===== src/rtl/uart_param_core.sv =====
// uart_param_core: parametrised UART with programmable baud tick, 16x oversampled RX/TX FSMs,
// FWFT RX/TX FIFOs and sticky line-error flags.
// Optional feature macro: UART_PARITY_EN adds a parity bit after the data bits in both directions.

// FWFT FIFO: head visible on r_data, full/empty from an extra pointer MSB.
module uart_param_fifo #(
  parameter int unsigned DW = 8,
  parameter int unsigned AW = 4
) (
  input  logic          clk,
  input  logic          reset_n,
  input  logic          rd,
  input  logic          wr,
  input  logic [DW-1:0] w_data,
  output logic [DW-1:0] r_data,
  output logic          empty,
  output logic          full
);
  localparam int unsigned DEPTH = 2**AW;
  localparam logic [AW:0] PTR_ONE = (AW+1)'(1);

  logic [DW-1:0] mem [DEPTH];
  logic [AW:0]   wr_ptr_q;
  logic [AW:0]   rd_ptr_q;
  logic          wr_ok;
  logic          rd_ok;

  assign empty  = (wr_ptr_q == rd_ptr_q);
  assign full   = (wr_ptr_q[AW] != rd_ptr_q[AW]) && (wr_ptr_q[AW-1:0] == rd_ptr_q[AW-1:0]);
  // A write into a full FIFO is accepted only when a read frees a slot in the same cycle.
  assign wr_ok  = wr && (!full || rd);
  assign rd_ok  = rd && !empty;
  assign r_data = mem[rd_ptr_q[AW-1:0]];

  // Pointer update.
  always_ff @(posedge clk) begin
    if (!reset_n) begin
      wr_ptr_q <= '0;
      rd_ptr_q <= '0;
    end else begin
      if (wr_ok) wr_ptr_q <= wr_ptr_q + PTR_ONE;
      if (rd_ok) rd_ptr_q <= rd_ptr_q + PTR_ONE;
    end
  end

  // Storage write.
  always_ff @(posedge clk) begin
    if (wr_ok) mem[wr_ptr_q[AW-1:0]] <= w_data;
  end
endmodule

module uart_param_core #(
  parameter int unsigned DBIT    = 8,
  parameter int unsigned SB_TICK = 16,
  parameter int unsigned FIFO_AW = 4,
  parameter int unsigned DVSR_W  = 11
) (
  input  logic              clk,
  input  logic              reset_n,
  input  logic [DVSR_W-1:0] dvsr,
  input  logic              rx,
  input  logic              rd_uart,
  input  logic              wr_uart,
  input  logic [DBIT-1:0]   w_data,
  input  logic              parity_odd,
  input  logic              err_clr,
  output logic              tx,
  output logic [DBIT-1:0]   r_data,
  output logic              rx_empty,
  output logic              rx_full,
  output logic              tx_empty,
  output logic              tx_full,
  output logic              tx_busy,
  output logic              frame_err,
  output logic              parity_err,
  output logic              overrun_err
);
  localparam int unsigned S_W = 6;
  localparam int unsigned N_W = 4;
  localparam logic [S_W-1:0]    S_ONE      = S_W'(1);
  localparam logic [S_W-1:0]    S_MID      = S_W'(7);
  localparam logic [S_W-1:0]    S_BIT_END  = S_W'(15);
  localparam logic [S_W-1:0]    S_STOP_END = S_W'(SB_TICK - 1);
  localparam logic [N_W-1:0]    N_ONE      = N_W'(1);
  localparam logic [N_W-1:0]    N_LAST     = N_W'(DBIT - 1);
  localparam logic [DVSR_W-1:0] DVSR_ONE   = DVSR_W'(1);

  typedef enum logic [2:0] {RX_IDLE, RX_START, RX_DATA, RX_PARITY, RX_STOP} rx_state_t;
  typedef enum logic [2:0] {TX_IDLE, TX_START, TX_DATA, TX_PARITY, TX_STOP} tx_state_t;

  // ---------------------------------------------------------------- baud tick
  logic [DVSR_W-1:0] tick_cnt_q;
  logic              tick;

  assign tick = (tick_cnt_q >= dvsr);

  // Free-running tick counter; a count left above a newly lowered dvsr wraps at once.
  always_ff @(posedge clk) begin
    if (!reset_n)  tick_cnt_q <= '0;
    else if (tick) tick_cnt_q <= '0;
    else           tick_cnt_q <= tick_cnt_q + DVSR_ONE;
  end

  // ---------------------------------------------------------------- FIFOs
  logic            rx_push_c;
  logic [DBIT-1:0] rx_head;
  logic            tx_pop_c;
  logic [DBIT-1:0] tx_head;

  rx_state_t       rx_state_q, rx_state_d;
  logic [S_W-1:0]  rx_s_q, rx_s_d;
  logic [N_W-1:0]  rx_n_q, rx_n_d;
  logic [DBIT-1:0] rx_b_q, rx_b_d;
  logic            frame_set_c;
  logic            overrun_set_c;

  uart_param_fifo #(.DW(DBIT), .AW(FIFO_AW)) u_rx_fifo (
    .clk     (clk),
    .reset_n (reset_n),
    .rd      (rd_uart),
    .wr      (rx_push_c),
    .w_data  (rx_b_q),
    .r_data  (rx_head),
    .empty   (rx_empty),
    .full    (rx_full)
  );

  uart_param_fifo #(.DW(DBIT), .AW(FIFO_AW)) u_tx_fifo (
    .clk     (clk),
    .reset_n (reset_n),
    .rd      (tx_pop_c),
    .wr      (wr_uart),
    .w_data  (w_data),
    .r_data  (tx_head),
    .empty   (tx_empty),
    .full    (tx_full)
  );

  // Head is forced to zero while empty so the port has a defined value out of reset.
  assign r_data = rx_empty ? '0 : rx_head;

  // ---------------------------------------------------------------- RX FSM
`ifdef UART_PARITY_EN
  logic parity_set_c;
`endif

  // RX state and datapath registers.
  always_ff @(posedge clk) begin
    if (!reset_n) begin
      rx_state_q <= RX_IDLE;
      rx_s_q     <= '0;
      rx_n_q     <= '0;
      rx_b_q     <= '0;
    end else begin
      rx_state_q <= rx_state_d;
      rx_s_q     <= rx_s_d;
      rx_n_q     <= rx_n_d;
      rx_b_q     <= rx_b_d;
    end
  end

  // RX next state: mid-bit sampling, frame validation and FIFO push.
  always_comb begin
    rx_state_d    = rx_state_q;
    rx_s_d        = rx_s_q;
    rx_n_d        = rx_n_q;
    rx_b_d        = rx_b_q;
    rx_push_c     = 1'b0;
    frame_set_c   = 1'b0;
    overrun_set_c = 1'b0;
`ifdef UART_PARITY_EN
    parity_set_c  = 1'b0;
`endif
    unique case (rx_state_q)
      RX_IDLE: begin
        if (!rx) begin
          rx_state_d = RX_START;
          rx_s_d     = '0;
        end
      end
      RX_START: begin
        if (tick) begin
          if (rx_s_q == S_MID) begin
            rx_s_d     = '0;
            rx_n_d     = '0;
            rx_state_d = rx ? RX_IDLE : RX_DATA;
          end else begin
            rx_s_d = rx_s_q + S_ONE;
          end
        end
      end
      RX_DATA: begin
        if (tick) begin
          if (rx_s_q == S_BIT_END) begin
            rx_s_d = '0;
            rx_b_d = {rx, rx_b_q[DBIT-1:1]};
            if (rx_n_q == N_LAST) begin
`ifdef UART_PARITY_EN
              rx_state_d = RX_PARITY;
`else
              rx_state_d = RX_STOP;
`endif
            end else begin
              rx_n_d = rx_n_q + N_ONE;
            end
          end else begin
            rx_s_d = rx_s_q + S_ONE;
          end
        end
      end
`ifdef UART_PARITY_EN
      RX_PARITY: begin
        if (tick) begin
          if (rx_s_q == S_BIT_END) begin
            rx_s_d       = '0;
            rx_state_d   = RX_STOP;
            parity_set_c = rx ^ (^rx_b_q) ^ parity_odd;
          end else begin
            rx_s_d = rx_s_q + S_ONE;
          end
        end
      end
`endif
      RX_STOP: begin
        if (tick) begin
          if (rx_s_q == S_STOP_END) begin
            rx_state_d = RX_IDLE;
            if (!rx)         frame_set_c   = 1'b1;
            else if (rx_full) overrun_set_c = 1'b1;
            else             rx_push_c     = 1'b1;
          end else begin
            rx_s_d = rx_s_q + S_ONE;
          end
        end
      end
      default: rx_state_d = RX_IDLE;
    endcase
  end

  // ---------------------------------------------------------------- TX FSM
  tx_state_t       tx_state_q, tx_state_d;
  logic [S_W-1:0]  tx_s_q, tx_s_d;
  logic [N_W-1:0]  tx_n_q, tx_n_d;
  logic [DBIT-1:0] tx_b_q, tx_b_d;
  logic            tx_d;
`ifdef UART_PARITY_EN
  logic            tx_par_q, tx_par_d;
`endif

  // TX state, datapath and registered line/busy outputs.
  always_ff @(posedge clk) begin
    if (!reset_n) begin
      tx_state_q <= TX_IDLE;
      tx_s_q     <= '0;
      tx_n_q     <= '0;
      tx_b_q     <= '0;
      tx         <= 1'b1;
      tx_busy    <= 1'b0;
`ifdef UART_PARITY_EN
      tx_par_q   <= 1'b0;
`endif
    end else begin
      tx_state_q <= tx_state_d;
      tx_s_q     <= tx_s_d;
      tx_n_q     <= tx_n_d;
      tx_b_q     <= tx_b_d;
      tx         <= tx_d;
      tx_busy    <= (tx_state_d != TX_IDLE);
`ifdef UART_PARITY_EN
      tx_par_q   <= tx_par_d;
`endif
    end
  end

  // TX next state: pop, shift out LSB first, chain straight into the next frame.
  always_comb begin
    tx_state_d = tx_state_q;
    tx_s_d     = tx_s_q;
    tx_n_d     = tx_n_q;
    tx_b_d     = tx_b_q;
    tx_d       = 1'b1;
    tx_pop_c   = 1'b0;
`ifdef UART_PARITY_EN
    tx_par_d   = tx_par_q;
`endif
    unique case (tx_state_q)
      TX_IDLE: begin
        if (!tx_empty) begin
          tx_pop_c   = 1'b1;
          tx_b_d     = tx_head;
          tx_s_d     = '0;
          tx_state_d = TX_START;
`ifdef UART_PARITY_EN
          tx_par_d   = (^tx_head) ^ parity_odd;
`endif
        end
      end
      TX_START: begin
        tx_d = 1'b0;
        if (tick) begin
          if (tx_s_q == S_BIT_END) begin
            tx_s_d     = '0;
            tx_n_d     = '0;
            tx_state_d = TX_DATA;
          end else begin
            tx_s_d = tx_s_q + S_ONE;
          end
        end
      end
      TX_DATA: begin
        tx_d = tx_b_q[0];
        if (tick) begin
          if (tx_s_q == S_BIT_END) begin
            tx_s_d = '0;
            tx_b_d = tx_b_q >> 1;
            if (tx_n_q == N_LAST) begin
`ifdef UART_PARITY_EN
              tx_state_d = TX_PARITY;
`else
              tx_state_d = TX_STOP;
`endif
            end else begin
              tx_n_d = tx_n_q + N_ONE;
            end
          end else begin
            tx_s_d = tx_s_q + S_ONE;
          end
        end
      end
`ifdef UART_PARITY_EN
      TX_PARITY: begin
        tx_d = tx_par_q;
        if (tick) begin
          if (tx_s_q == S_BIT_END) begin
            tx_s_d     = '0;
            tx_state_d = TX_STOP;
          end else begin
            tx_s_d = tx_s_q + S_ONE;
          end
        end
      end
`endif
      TX_STOP: begin
        tx_d = 1'b1;
        if (tick) begin
          if (tx_s_q == S_STOP_END) begin
            tx_s_d = '0;
            if (!tx_empty) begin
              tx_pop_c   = 1'b1;
              tx_b_d     = tx_head;
              tx_state_d = TX_START;
`ifdef UART_PARITY_EN
              tx_par_d   = (^tx_head) ^ parity_odd;
`endif
            end else begin
              tx_state_d = TX_IDLE;
            end
          end else begin
            tx_s_d = tx_s_q + S_ONE;
          end
        end
      end
      default: tx_state_d = TX_IDLE;
    endcase
  end

  // ---------------------------------------------------------------- sticky errors
  // Sticky flags; a new error in the clearing cycle survives the clear.
  always_ff @(posedge clk) begin
    if (!reset_n) begin
      frame_err   <= 1'b0;
      overrun_err <= 1'b0;
    end else begin
      frame_err   <= frame_set_c   | (frame_err   & ~err_clr);
      overrun_err <= overrun_set_c | (overrun_err & ~err_clr);
    end
  end

`ifdef UART_PARITY_EN
  // Sticky parity flag.
  always_ff @(posedge clk) begin
    if (!reset_n) parity_err <= 1'b0;
    else          parity_err <= parity_set_c | (parity_err & ~err_clr);
  end
`else
  logic unused_parity_odd;
  assign unused_parity_odd = parity_odd;
  assign parity_err        = 1'b0;
`endif
endmodule


===== config.mk =====
export PLATFORM = sky130hd
export DESIGN_NAME = uart_param_core
export DESIGN_NICKNAME = d
export VERILOG_FILES = /design/src/rtl/uart_param_core.sv
export SDC_FILE = /design/constraint.sdc
export NUM_CORES = 1
export LEC_CHECK = 0
export ABC_CLOCK_PERIOD_IN_PS = 5400
export CELL_PAD_IN_SITES_DETAIL_PLACEMENT = 1
export CELL_PAD_IN_SITES_GLOBAL_PLACEMENT = 1
export CORE_MARGIN = 1
export CORE_UTILIZATION = 50
export CTS_CLUSTER_SIZE = 28
export DETAILED_ROUTE_END_ITERATION = 8
export PLACE_DENSITY_LB_ADDON = 0.25
export SYNTH_ARGS = -nofsm -noshare
export SYNTH_HDL_FRONTEND = slang
export SYNTH_HIERARCHICAL = 1
export SYNTH_SLANG_ARGS = --single-unit

===== constraint.sdc =====
create_clock -name clk -period 5.4 [get_ports clk]
set_input_delay 0.81 -clock clk [delete_from_list [all_inputs] [get_ports clk]]
set_output_delay 0.81 -clock clk [all_outputs]
set_load 0.05 [all_outputs]

; ---- Word-level counts from Yosys, hierarchy flattened
; Memories as Yosys holds them, arrays and structs flattened. A register that Yosys moved wholly into a read port is not among the register bits.
; Index checks and enable logic that the tools add are counted.
[word_totals]
mem_bits_rw = 256
memories = 2
register_bits = 77
elab_cells = 178
[classes]
n_eq_ne = 36
n_mux = 78
n_lt_le_gt_ge = 1
add_sub_neg = 9
bitwise_logic = 6
reduce_logical = 29
[memory_table]
columns = name, words, width, read_ports, rd_clocked_by_memory_dff, wr, line
row1 = u_rx_fifo.mem, 16, 8, 1, 1, 1, 22  ; logic [DW-1:0] mem [DEPTH];
row2 = u_tx_fifo.mem, 16, 8, 1, 1, 1, 22
[ops]
columns = operator, count
row1 = $mux 6, 10
row2 = $mux 4, 14
row3 = $mux 3, 16
row4 = $mux 8, 6
row5 = $ne 2x2->1 const B, 18
row6 = $pmux 3 s4, 2
row7 = $pmux 6 s4, 1
row8 = $pmux 8 s3, 1
row9 = $mux 1, 22
row10 = $add 5x1->5 const B, 4
row11 = $reduce_and 6->1, 3
row12 = $pmux 4 s2, 2
row13 = $add 6x1->6 const B, 2
row14 = $eq 6x4->1 const B, 2
row15 = $pmux 6 s2, 1
row16 = $add 11x1->11 const B, 1
row17 = $ge 11x11->1, 1
row18 = $eq 5x5->1, 2
row19 = $add 4x1->4 const B, 2
row20 = $eq 4x3->1 const B, 2
row21 = $eq 4x4->1, 2
row22 = $reduce_and 8->1, 1
row23 = $eq 3x1->1 const B, 2
row24 = $eq 3x2->1 const B, 2
row25 = other kinds (20), 40

; ---- Logic depth before layout (Yosys ltp)
; Gate-level depths: netlist of the first run.
[depth]
word_depth = 10
depth_mapped = 14
depth_no_buf = 12

; ---- Modules after synthesis
; Netlist of the first run, hierarchy kept.
[modules_own_cells]
columns = module, area_each_um2, cells_each, n_inst, seq_area_each_um2
row1 = uart_param_fifo (u_rx_fifo), 5733.0, 266, 1, 4124.0
row2 = uart_param_fifo (u_tx_fifo), 5720.5, 267, 1, 4124.0
row3 = uart_param_core, 3216.8, 383, 1, 1141.1

; ---- Least setup slack after synthesis of the first run
; OpenSTA, ideal clock, no wires.
[synth_timing]
path_type = input-to-reg
startpoint = input dvsr[10]
endpoint = memory u_tx_fifo.mem[11][0] (enable)
n_path_buf = 0
arrival_time_ps = 3641
setup_slack_ps = 1374
stages = 11
setup_time_ps = 385
path_cell_list = inv_1 > ha_1 > nand4_1 > nor3_1 > a21oi_1 > a21oi_1 > nor2b_1 > nor4_1 > nor2_1 > a21o_1 > nor3b_1
[synth_between]
elab_chain_cells = 7
[synth_lines]
columns = item, line
row1 = start: declaration, 60  ; input logic [DVSR_W-1:0] dvsr,
row2 = $ge 11x11->1, 95  ; assign tick = (tick_cnt_q >= dvsr);
row3 = $mux 1, 345  ; if (tick) begin
row4 = $pmux 1 s2, 286  ; unique case (tx_state_q)
row5 = named net tx_pop_c, 107  ; logic tx_pop_c;
row6 = $logic_or 1x1->1, 31  ; assign wr_ok = wr && (!full || rd);
row7 = $logic_and 1x1->1, 31
row8 = $mux 1, 48  ; if (wr_ok) mem[wr_ptr_q[AW-1:0]] <= w_data;
row9 = $mux 1 (implied by the code), 48
row10 = end: declaration, 22
; The timed path passes the listed nets, and every way through them passes these cells.

==> flow_results.org, run 1 <==
** Status
- The flow ran to the end, and the final reports show no timing, DRC or antenna violations.

** CTS
- The tree is rooted in a clkbuf_16.
- Clock buffer count from CTS :: 37
- The clock passes through at most 3 buffers.
- CTS tree :: done
- CTS built an H-tree with a depth of 2.
- Clock transition at the registers of the reported paths :: 60 ps
- Later-pin clock latency in the skew report :: 540 ps
- Count of instances resized after the clock tree is built :: 0
- For this design, the sink count on the clock tree is 341.
- Hold repair after CTS inserted 0 buffers.
- In this run the post-CTS setup repair buffer count came out at 0.

** Logic synthesis
- Most common cell in the netlist :: edfxtp_1
- Dividing the synthesized area by the synthesized cell count gives 16.0 um2.
- The cell area that synthesis handed to floorplanning was 14,700 um2.
- Counting flops with an async set or reset pin after synthesis yields a share of 0%.
- Number of synthesized flops with an enable pin :: 256
- Synthesis produced a netlist whose cell count is 916.
- After synthesis the netlist holds a flip-flop and latch count of 341.
- Area leader, netlist :: edfxtp_1
- Sequential cell area fraction in the yosys report :: 64.0%
- Synth top area cells :: edfxtp_1, dfxtp_1, mux4_1
- Dominant register cell in the synthesized netlist :: edfxtp_1
- Share of the synthesized area in the top cell type :: 52.4%
- Yosys mapped the design onto 69 distinct sky130hd cell types.
- Counting every net in the synthesized netlist gives 968.
- Most numerous cell types in the synthesized netlist :: edfxtp_1, dfxtp_1, nand2_1, mux4_1
- During synthesis, Yosys emitted a total of 6 warnings.

** Critical path
- The critical path is of the register to output pin type.
- Kind of end point of the critical path :: output pin
- Buffers & Inverters on Critical Path :: 1
- For the worst setup path, the data required time is 4590 ps.
- WP data arrival :: 3770 ps
- Among all stages on the critical path, the largest delay is contributed by dfxtp_2.
- Ordered list of cells on the worst path :: mux4_1 > mux4_2 > nor2b_1 > clkdlybuf4s50_1
- Highest cell delay on the worst timing path :: 1050 ps
- Maximum fanout count along the critical path :: 32
- Kind of cell adding the most delay to the critical path :: multiplexers
- STA classifies the critical path startpoint as a register.

** Placed design
- Detailed placement HPWL :: 19,900 um
- Cells after DPL :: 1,307
- Weighted congestion reported at the end of routability-driven placement :: 0.777
- The count of buffers added on input and output ports is 40.

** Die
- The die is 173 um tall.
- Placeable core region :: 28,800 um2
- Num ports :: 43
- Die Width :: 173 um
- In this run the core area contains 62 standard-cell rows.
- The die covers 30,000 um2.
- Effective utilization at floorplan :: 51.0%

** GRT
- Number of global-route vias before repair :: 8,302
- The number of antenna violations at the first check in global routing was 0.
- Across every metal layer, demand over resource in global routing totals 21.3%.
- After global routing the overflow that remains totals 0.
- Wire length of the first global-routing pass :: 48,400 um
- Largest net degree at the start of global routing :: 72

** Power and ir drop
- The internal portion of the total power is 0.00468 W.
- In this run the power density over the cells is 368 nW/um2.
- Sequential cells burn 48.3% of the power.
- Of the total power, the share spent switching nets is 23.4%.
- IR analysis of the VDD net gives a maximum drop of 0.328 mV.
- Switching power :: 0.00143 W
- Reported leakage power :: 6.09 nW
- The clock network burns 42.3% of the power.
- Of the total power, combinational logic draws 9.5%.

** Finish
- After the last flow step, the layout net total stands at 1,014.
- Fraction of final layout cells with drive strength greater than 1 :: 11.9%
- After the flow finishes, the layout carries non-filler instances totaling 1,374.
- The number of antenna diodes in the final layout is 0.
- Area growth from synthesis to layout :: 13.2%

** Routing
- The detailed router placed 8,128 vias in this run.
- Once detail routing completed, the nets flagged for antenna violations numbered 0.
- For this block, the initial DRC count from the detailed router was 665.
- Wire length reported by the detailed router :: 31,200 um
- Dividing the detail-routed via count by the number of cells gives 5.92.
- DR DRC count :: 0
- Detailed-routing iteration count for the pre-antenna-repair pass :: 5
- Dividing the detail-routed wire length by the instance count gives 22.7 um.

** STA
- For the pin with the worst max-slew slack, the measured transition is 1100 ps.
- Final count of negative-setup-slack endpoints :: 0
- Across the routed clock network, the largest skew measured is 21.8 ps.
- The count of endpoints failing hold in the final timing report is 0.
- After layout, the worst path uses 84.9% of the clock period.
- In this run the tightest slew margin relative to its limit is 26.9%.
- Setup repair after global routing left no endpoint under its margin.
- Final period demand of the worst path :: 4580 ps
- Upper clock frequency limit :: 218 MHz
- The tightest hold path in the finished design has a slack of 465 ps.
- Post-route setup TNS :: 0 ps
- Count of pins over their slew limit :: 0

** Flow run
- Maximum capacitance violations :: 0

** Worst hold path
- Kind of path behind the tightest hold check :: register to register
==> power by group through the flow <==
| stage | clock, W | combinational, W | sequential (W) |
|---|---|---|---|
| 3_5_place_dp | 0 | 0.000573 | 0.00300 |
| 5_1_grt | 0.00272 | 0.000625 | 0.00296 |
| 3_3_place_gp | 0 | 0.000553 | 0.00300 |
| 2_1_floorplan | 0 | 0.000478 | 0.00295 |
| 4_1_cts | 0.00263 | 0.000581 | 0.00295 |
| 6_report | 0.00258 | 0.000578 | 0.00294 |
==> final timing paths <==
kind / start / to / slack [ps] / cells after the start
max: register / r_data[2] / 820 / 4
min: tx_b_q[7]$_SDFFE_PN0P_ / tx_b_q[7]$_SDFFE_PN0P_ / 460 / 2
max reg2reg: tick_cnt_q[0]$_SDFF_PP0_ / u_rx_fifo/mem[0][4]$_DFFE_PP_ / 1610 / 10
min reg2reg: tx_b_q[7]$_SDFFE_PN0P_ / tx_b_q[7]$_SDFFE_PN0P_ / 460 / 2
==> sequential cells by signal, indices dropped and copies added (netlist names), 5 cells and up, named ones only <==
name and cells:
rx_s_q 6, u_rx_fifo/wr_ptr_q 5, tx_s_q 6, u_tx_fifo/rd_ptr_q 5, u_rx_fifo/mem 128, u_tx_fifo/wr_ptr_q 5, rx_b_q 8, tick_cnt_q 11
u_tx_fifo/mem 128, u_rx_fifo/rd_ptr_q 5, tx_b_q 8
==> area by class of cell <==
class / instances / area, um2
Timing Repair Buffer: 53 / 493
Fill cell: 2657 / 12200
Sequential cell: 341 / 9390
Tap cell: 384 / 480
Multi-Input combinational cell: 510 / 4910
Clock inverter: 26 / 305
Inverter: 19 / 71.3
Clock buffer: 41 / 941
==> cell usage in the layout (no fill, tap or decap), types with 6 or more instances in the layout <==
cell type and n:
edfxtp_1 256, dfxtp_1 81, nand2_1 52, mux4_1 48, clkdlybuf4s50_1 39, clkbuf_16 37, nor2_1 33, and3_1 33
mux4_2 32, a21oi_1 26, ha_1 26, nand3_1 23, mux2i_1 23, nor2b_1 20, and2_1 20, xor2_1 20
inv_1 19, o21ai_0 18, xnor2_1 14, buf_4 13, clkinv_1 10, nor3_1 9, nand2b_1 9, nand4_1 8
a211oi_1 8, nor3b_1 7, nand3b_1 6, a21o_1 6, bufinv_16 6
==> through the flow <==
| stage | util (%) | power [W] | setup slack, ps | cell area (um2) |
|---|---|---|---|---|
| 2_1_floorplan | - | 0.00342 | 1370 | 14700 |
| 3_3_place_gp | 53.3 | 0.00355 | 772 | 15400 |
| 3_5_place_dp | 53.3 | 0.00357 | 704 | 15400 |
| 4_1_cts | 57.7 | 0.00616 | 799 | 16600 |
| 5_1_grt | 57.7 | 0.00630 | 672 | 16600 |
| 6_report | 57.7 | 0.00610 | 817 | 16600 |
==> logic make-up after synthesis <==
group                    after synthesis  synth area share, %
buffers and inverters                 65                 2.50
multiplexers                         104                 15.2
adder cells (fa/ha/maj)               26                 2.22
AO/OA/AOI/OAI                        104                 4.95
other                                  1               0.0256
flip-flops                           341                 64.0
AND/OR/NAND/NOR                      240                 9.01
XOR/XNOR                              35                 2.14
==> per-layer routing <==
metal	up-vias	track usage (%)	routed length, um	part of all wire, %
li1	3706	-	-	-
met1	4177	30.7	14400	46
met2	203	33.6	14900	48
met3	42	3.51	1320	4.2
met4	0	5.94	538	1.7
met5	-	0	0	0
==> worst min-delay path, cell delays in order (launching register included) <==
cell and delay [ps]:
dfxtp_1 310, nand2_1 50, o21ai_0 60
Power figures use the tool's default switching activity.
==> run 2, diff against run 1 <==
- ABC_CLOCK_PERIOD_IN_PS: 5400 -> 4130
- CORE_UTILIZATION: 50 -> 48
- clock period: 5.4 -> 4.13 ns (I/O delays scaled with it)
==> run 2 against run 1 <==
  * Flip-flop and latch count stayed put
  * Global-route usage is 0.31 points lower
  * Register-to-register slack worse by 940 ps
  * Cell count is 2.5% higher
  * Clock skew is 7.3 ps higher
  * Clock power is 31% higher
  * First-iteration DRC count is 16% lower
  * Sequential power is 31% higher
  * Design area is 2.1% higher
  * Core utilization is 0.93 points lower
==> flow_results.org, run 2 (same netlist as run 1, synthesis figures left out) <==
** Critical path
- Worst-case reg-to-reg path depth :: 10 (unchanged)
- The worst register-to-register path ends at u_tx_fifo/mem[6][0]$_DFFE_PP_.
- Critical path class :: register to output pin
- The startpoint identified for the worst register-to-register timing path is tx_s_q[0]$_SDFFE_PN0P_.
- WP data arrival :: 3200 ps (-570 ps)
- Sort of element at the start of the critical path :: register
- The critical path's largest stage delay is 700 ps (-350 ps).
- Maximum fanout count along the critical path :: 32 (unchanged)
- STA classifies the critical path endpoint as an output pin.
- The register-to-register path setup slack was 670 ps (-940 ps).
- The slowest stage of the critical path is the clkdlybuf4s50_1 cell.
- Traced cell by cell, the critical path runs through buf_12 > mux4_1 > mux4_2 > nor2b_1 > clkdlybuf4s50_1.
- The required time of the worst setup path was 3510 ps (-1080 ps).

** Routing
- Detailed-routing iteration count for the pre-antenna-repair pass :: 5 (unchanged)
- The detailed-route vias per instance was 5.84 (-1.3%).
- The DRC violation count after routing is 0 (unchanged).
- The total via count after detailed routing came to 8,225 (+1.2%).
- Post-DRT Antenna Nets :: 0 (unchanged)
- Average detailed-routed wire length per instance :: 22.4 um (-1.2%)
- The first-iteration detailed-routing DRC count came to 559 (-16%).
- Wire length reported by the detailed router :: 31,600 um (+1.3%)

** Power and ir drop
- The total power came to 0.00797 W (+31%).
- Worst vdd rail ir drop :: 0.371 mV (+13%)
- The power density over the cells was 470 nW/um2 (+28%).
- Reported leakage power :: 6.30 nW (+3.5%)

** Die
- The width of the chip came to 177 um (+2.0%).
- The vertical die dimension came to 177 um (+2.0%).
- The row count came to 63 (+1.6%).
- Placeable core region :: 29,900 um2 (+3.8%)
- The initial standard-cell utilization of the core was 49.1% (-1.9 points).
- The overall die area was 31,300 um2 (+4.1%).
- The number of I/O pins is 43 (unchanged).

** GRT
- Global-route total usage across every layer :: 20.9% (-0.31 points)
- The wire length of the first global-routing pass is 49,500 um (+2.2%).
- The largest net degree at the start of global routing came to 72 (unchanged).
- The via count of the first global-routing pass came to 8,503 (+2.4%).
- Grt total ovfl :: 0 (unchanged)
- The number of antenna violations at the first check in global routing came to 1 (+1).

** Worst hold path
- Launch instance of the worst min-delay path :: tx_s_q[1]$_SDFFE_PN0P_
- Kind of path behind the tightest hold check :: register to register
- Hold Path Depth :: 2 (unchanged)
- Endpoint, Worst Hold :: tx_s_q[1]$_SDFFE_PN0P_

** Finish
- Most common library cell in the layout ignoring fill and taps :: edfxtp_1
- Most frequent cells in the layout :: edfxtp_1, dfxtp_1, nand2_1
- Number of fillers in the final layout :: 2,722 (+2.4%)
- Area growth from synthesis to layout :: 15.6%
- NumNets Final :: 1,042 (+2.8%)
- The final instance count without filler cells is 1,408 (+2.5%).
- Number of diodes :: 0 (unchanged)
- Fraction of final layout cells with drive strength greater than 1 :: 14.5% (+2.6 points)

** STA
- Final count of negative-setup-slack endpoints :: 0 (unchanged)
- Hold Fails Final Rpt :: 0 (unchanged)
- The worst clock skew was 29.2 ps (+7.35 ps).
- Relative slew margins :: 33.6% (+6.7 points)
- Based on the critical path, the design can be clocked at up to 262 MHz.
- Setup repair after global routing left no endpoint under its margin.
- The final count of pins violating max slew is 0 (unchanged).
- The measured slew at the worst slew-check pin came to 996 ps (-100 ps).
- The smallest clock period supported by the final layout is computed as 3820 ps.
- The worst hold margin is 484 ps (+19.0 ps).
- Period utilization :: 92.4%

** CTS
- Number of sinks driven by the clock tree :: 341 (unchanged)
- Later-pin clock latency in the skew report :: 540 ps (about the same)
- Maximum clock insertion buffer count :: 3 (unchanged)
- The number of clock buffers inserted by TritonCTS came to 38 (+2.7%).
- CTS root buf :: clkbuf_16
- Count of instances resized after the clock tree is built :: 0 (unchanged)
- Clock transition at the registers of the reported paths :: 60 ps (about the same)
- The number of hold buffers added after cts came to 0 (unchanged).
- The H-tree depth reported by CTS was 2 (unchanged).
- Post-CTS Setup Repair Bufs :: 0 (unchanged)
- CTS tree :: done

** Flow run
- The number of max-capacitance violations reported was 0 (unchanged).

** Placed design
- Cells after DPL :: 1,340 (+2.5%)
- The routability congestion estimate from global placement came to 0.773 (-0.45%).
- The number of input and output port buffers inserted came to 40 (unchanged).
- The half-perimeter wire length after placement came to 20,300 um (+2.0%).

** Status
- Result of the run :: finished clean
-- run 2: cell types whose count changed in the layout (fill, tap and decap cells not counted), sizes merged --
cell / before / now
clkinvlp: 2 / 0
inv: 21 / 20
clkbuf: 41 / 48
bufinv: 6 / 4
clkinv: 16 / 15
buf: 14 / 41
-- run 2: final cells by class --
cell class	count	area [um2]	area share, %
Clock buffer	48	1010	5.95
Inverter	19	71.3	0.421
Timing Repair Buffer	80	821	4.84
Clock inverter	20	258	1.52
Tap cell	390	488	2.88
Multi-Input combinational cell	510	4910	29.0
Sequential cell	341	9390	55.4
-- run 2: where the power goes --
part,internal (W),total [W],switching (W)
sequential,0.00373,0.00385,0.000119
combinational,0.000353,0.000755,0.000402
clock,0.00201,0.00337,0.00136
total,0.00609,0.00797,0.00188
-- run 2: per-stage QoR --
step,area [um2],TNS [ps],worst slack [ps],utilization [%]
2_1_floorplan,14700,0,295,-
3_5_place_dp,15700,-1910,-60.3,52.5
5_1_grt,17000,0,213,56.7
4_1_cts,17000,0,293,56.7
6_report,17000,0,313,56.7
3_3_place_gp,15700,0,64.2,52.5
-- run 2: layer usage --
layer	global-route usage [%]	vias up	routed length, um
li1	-	3761	-
met1	30.7	4244	14900
met2	32.8	179	14800
met3	3.50	41	1460
met4	4.89	0	492
met5	0	-	0
-- run 2: how the worst max path moves through the flow --
stage	from	depth (start not counted)	to	slack, ps
after CTS	register	5	r_data[5]	290
after global routing	dvsr[10]	13	u_tx_fifo/mem[6][3]$_DFFE_PP_	210
after floorplan	dvsr[10]	11	u_tx_fifo/mem[11][0]$_DFFE_PP_	290
after detailed placement	dvsr[10]	13	u_tx_fifo/mem[5][4]$_DFFE_PP_	-60
after global placement	dvsr[10]	13	u_tx_fifo/mem[8][3]$_DFFE_PP_	60
final	register	5	r_data[5]	310
-- run 2: worst max-delay path, delay by kind of cell, from the launching register on --
kind          cells  cell delay (ps)
mux               2             1200
simple gates      1              160
buf+inv           2              940
flops             1              340
==> run 3, diff against run 2 <==
- CORE_UTILIZATION: 48 -> 49
- DONT_BUFFER_PORTS: not set -> 1
==> run 3 against run 2 <==
  * Combinational power fell by 11%
  * Largest power group unchanged
  * Clock-buffer cell count up 2
  * Register-to-register slack lost 180 ps
  * Highest routed layer unchanged
  * Hold slack worse by 290 ps
==> flow_results.org, run 3 (same netlist as run 1, synthesis figures left out) <==
** STA
- The measured slew at the worst slew-check pin is 1020 ps (+27.6 ps).
- The final period demand of the worst path was 3640 ps (-182 ps).
- Setup repair after global routing left no endpoint under its margin.
- The worst setup slack after layout is 494 ps (+182 ps).
- The final worst-path cycle share is 88.0% (-4.4 points).
- Final count of negative-setup-slack endpoints :: 0 (unchanged)
- Relative slew margins :: 31.7% (-1.8 points)
- Setup clock skew after layout :: 15.0 ps (-14.2 ps)
- Hold Fails Final Rpt :: 0 (unchanged)
- The setup TNS after final layout was 0 ps (unchanged).
- The final count of pins violating max slew came to 0 (unchanged).
- Upper clock frequency limit :: 275 MHz (+5.0%)

** Flow run
- The number of max-capacitance violations reported came to 0 (unchanged).

** Routing
- DR DRC count :: 0 (unchanged)
- Detailed-routing iteration count for the pre-antenna-repair pass :: 4 (-1)
- Post-DRT Antenna Nets :: 0 (unchanged)
- The first-iteration detailed-routing DRC count was 596 (+6.6%).
- Wire length reported by the detailed router :: 31,400 um (-0.60%)
- The mean routed wirelength per cell came to 23.2 um (+3.3%).
- The total via count after detailed routing is 8,021 (-2.5%).
- Via-to-Cell Ratio :: 5.92 (+1.3%)

** GRT
- Largest net degree at the start of global routing :: 73 (+1.4%)
- The overall global routing resource usage is 20.9% (-0.055 points).
- The number of antenna violations at the first check in global routing came to 0 (-1).
- The wire length of the first global-routing pass was 48,500 um (-2.0%).
- The via count of the first global-routing pass is 8,316 (-2.2%).
- Grt total ovfl :: 0 (unchanged)

** Finish
- The share of final-layout standard cells stronger than drive strength 1 was 14.5% (-0.017 points).
- Most frequent cells in the layout :: edfxtp_1, dfxtp_1, nand2_1
- The number of nets in the layout came to 995 (-4.5%).
- Number of fillers in the final layout :: 2,652 (-2.6%)
- Number of diodes :: 0 (unchanged)
- The library cell used most frequently in the layout, excluding fill and tap cells, is edfxtp_1.
- Relative to the synthesized area, the layout overhead comes to 11.6%.

** Die
- Height of the die :: 175 um (-1.0%)
- Die Width :: 175 um (-1.0%)
- The row count came to 62 (-1.6%).
- The overall die area came to 30,600 um2 (-2.0%).
- The initial standard-cell utilization of the core was 50.4% (+1.3 points).
- Placeable core region :: 29,100 um2 (-2.6%)
- The number of I/O pins was 43 (unchanged).

** Power and ir drop
- Pwr dens :: 483 nW/um2 (+2.6%)
- Worst vdd rail ir drop :: 0.321 mV (-13%)
- Reported leakage power :: 6.08 nW (-3.4%)

** Placed design
- The number of input and output port buffers inserted was 0 (-100%).
- The routability congestion estimate from global placement was 0.771 (-0.31%).
- The half-perimeter wire length after placement is 19,900 um (-2.3%).
- Setup slack at placement :: 308 ps (+368 ps)

** Critical path
- The required time of the worst setup path is 4270 ps (+760 ps).
- The critical path is of the register to register type.
- WP data arrival :: 3780 ps (+580 ps)
- Sort of element at the start of the critical path :: register
- Maximum fanout count along the critical path :: 16 (-50%)
- STA classifies the critical path endpoint as a register.

** CTS
- The H-tree depth reported by CTS was 2 (unchanged).
- The tree is rooted in a clkbuf_16.
- CTS tree :: done
- Clock buffer count from CTS :: 37 (-2.6%)
- Hold buffer count at CTS :: 0 (unchanged)
- Later-pin clock latency in the skew report :: 520 ps (-20 ps)
- The largest buffer count on any clock path was 3 (unchanged).
- The post-CTS setup buffer count is 0 (unchanged).
- Clock transition at the registers of the reported paths :: 60 ps (about the same)
- The total number of clock tree sinks was 341 (unchanged).
- The quantity of gates resized following cts is 0 (unchanged).

** Worst hold path
- The worst hold path belongs to the class input port to register.

** Status
- The flow ran to the end, and the final reports show no timing, DRC or antenna violations.
-- run 3: final timing paths --
kind	depth (start not counted)	start	slack (ps)	to
setup reg to reg	10	tick_cnt_q[0]$_SDFF_PP0_	490	u_rx_fifo/mem[6][6]$_DFFE_PP_
hold / removal	0	w_data[5]	200	u_tx_fifo/mem[8][5]$_DFFE_PP_
hold reg to reg	2	tx_b_q[7]$_SDFFE_PN0P_	480	tx_b_q[7]$_SDFFE_PN0P_
setup / recovery	10	tick_cnt_q[0]$_SDFF_PP0_	490	u_rx_fifo/mem[6][6]$_DFFE_PP_
-- run 3: layout make-up --
cell class / instances / area, um2 / share of cell area [%]
timing repair buffer: 34 / 268 / 1.64
multi-input combinational: 510 / 4920 / 30.0
inverter: 19 / 71.3 / 0.436
clock inverter: 17 / 193 / 1.18
sequential: 341 / 9390 / 57.4
clock buffer: 50 / 1050 / 6.40
tap: 384 / 480 / 2.93
-- run 3: per-layer routing --
metal  share of wire [%]  GRT usage [%]  up-vias
met4                 2.0           5.87        0
met3                 5.0           3.57       51
met2                  46           32.7      190
met5                   0              0        -
li1                    -              -     3670
met1                  47           30.2     4110
-- run 3: worst max-delay path, stage by stage, from the launching register on --
cell and delay [ps]:
dfxtp_1 450, inv_1 70, ha_1 270, nor2b_1 40, o21ai_0 200, a21oi_1 160, and2_1 200, nor3_1 280
and3b_1 410, o31a_1 570, and3_1 600
-- run 3: stage by stage --
step	power (W)	hold slack, ps	util [%]	cells	instance area (um2)
6_report	0.00790	197	56.3	1355	16400
5_1_grt	0.00816	176	56.3	1355	16400
4_1_cts	0.00798	175	56.3	1355	16400
3_5_place_dp	0.00461	464	52.0	1288	15100
3_3_place_gp	0.00459	448	52.0	1288	15100
2_1_floorplan	0.00448	435	-	916	14700
-- run 3: power by group --
group	total [W]	internal, W	switching [W]
Combinational	0.000673	0.000325	0.000348
Clock	0.00336	0.00204	0.00132
Sequential	0.00387	0.00373	0.000136
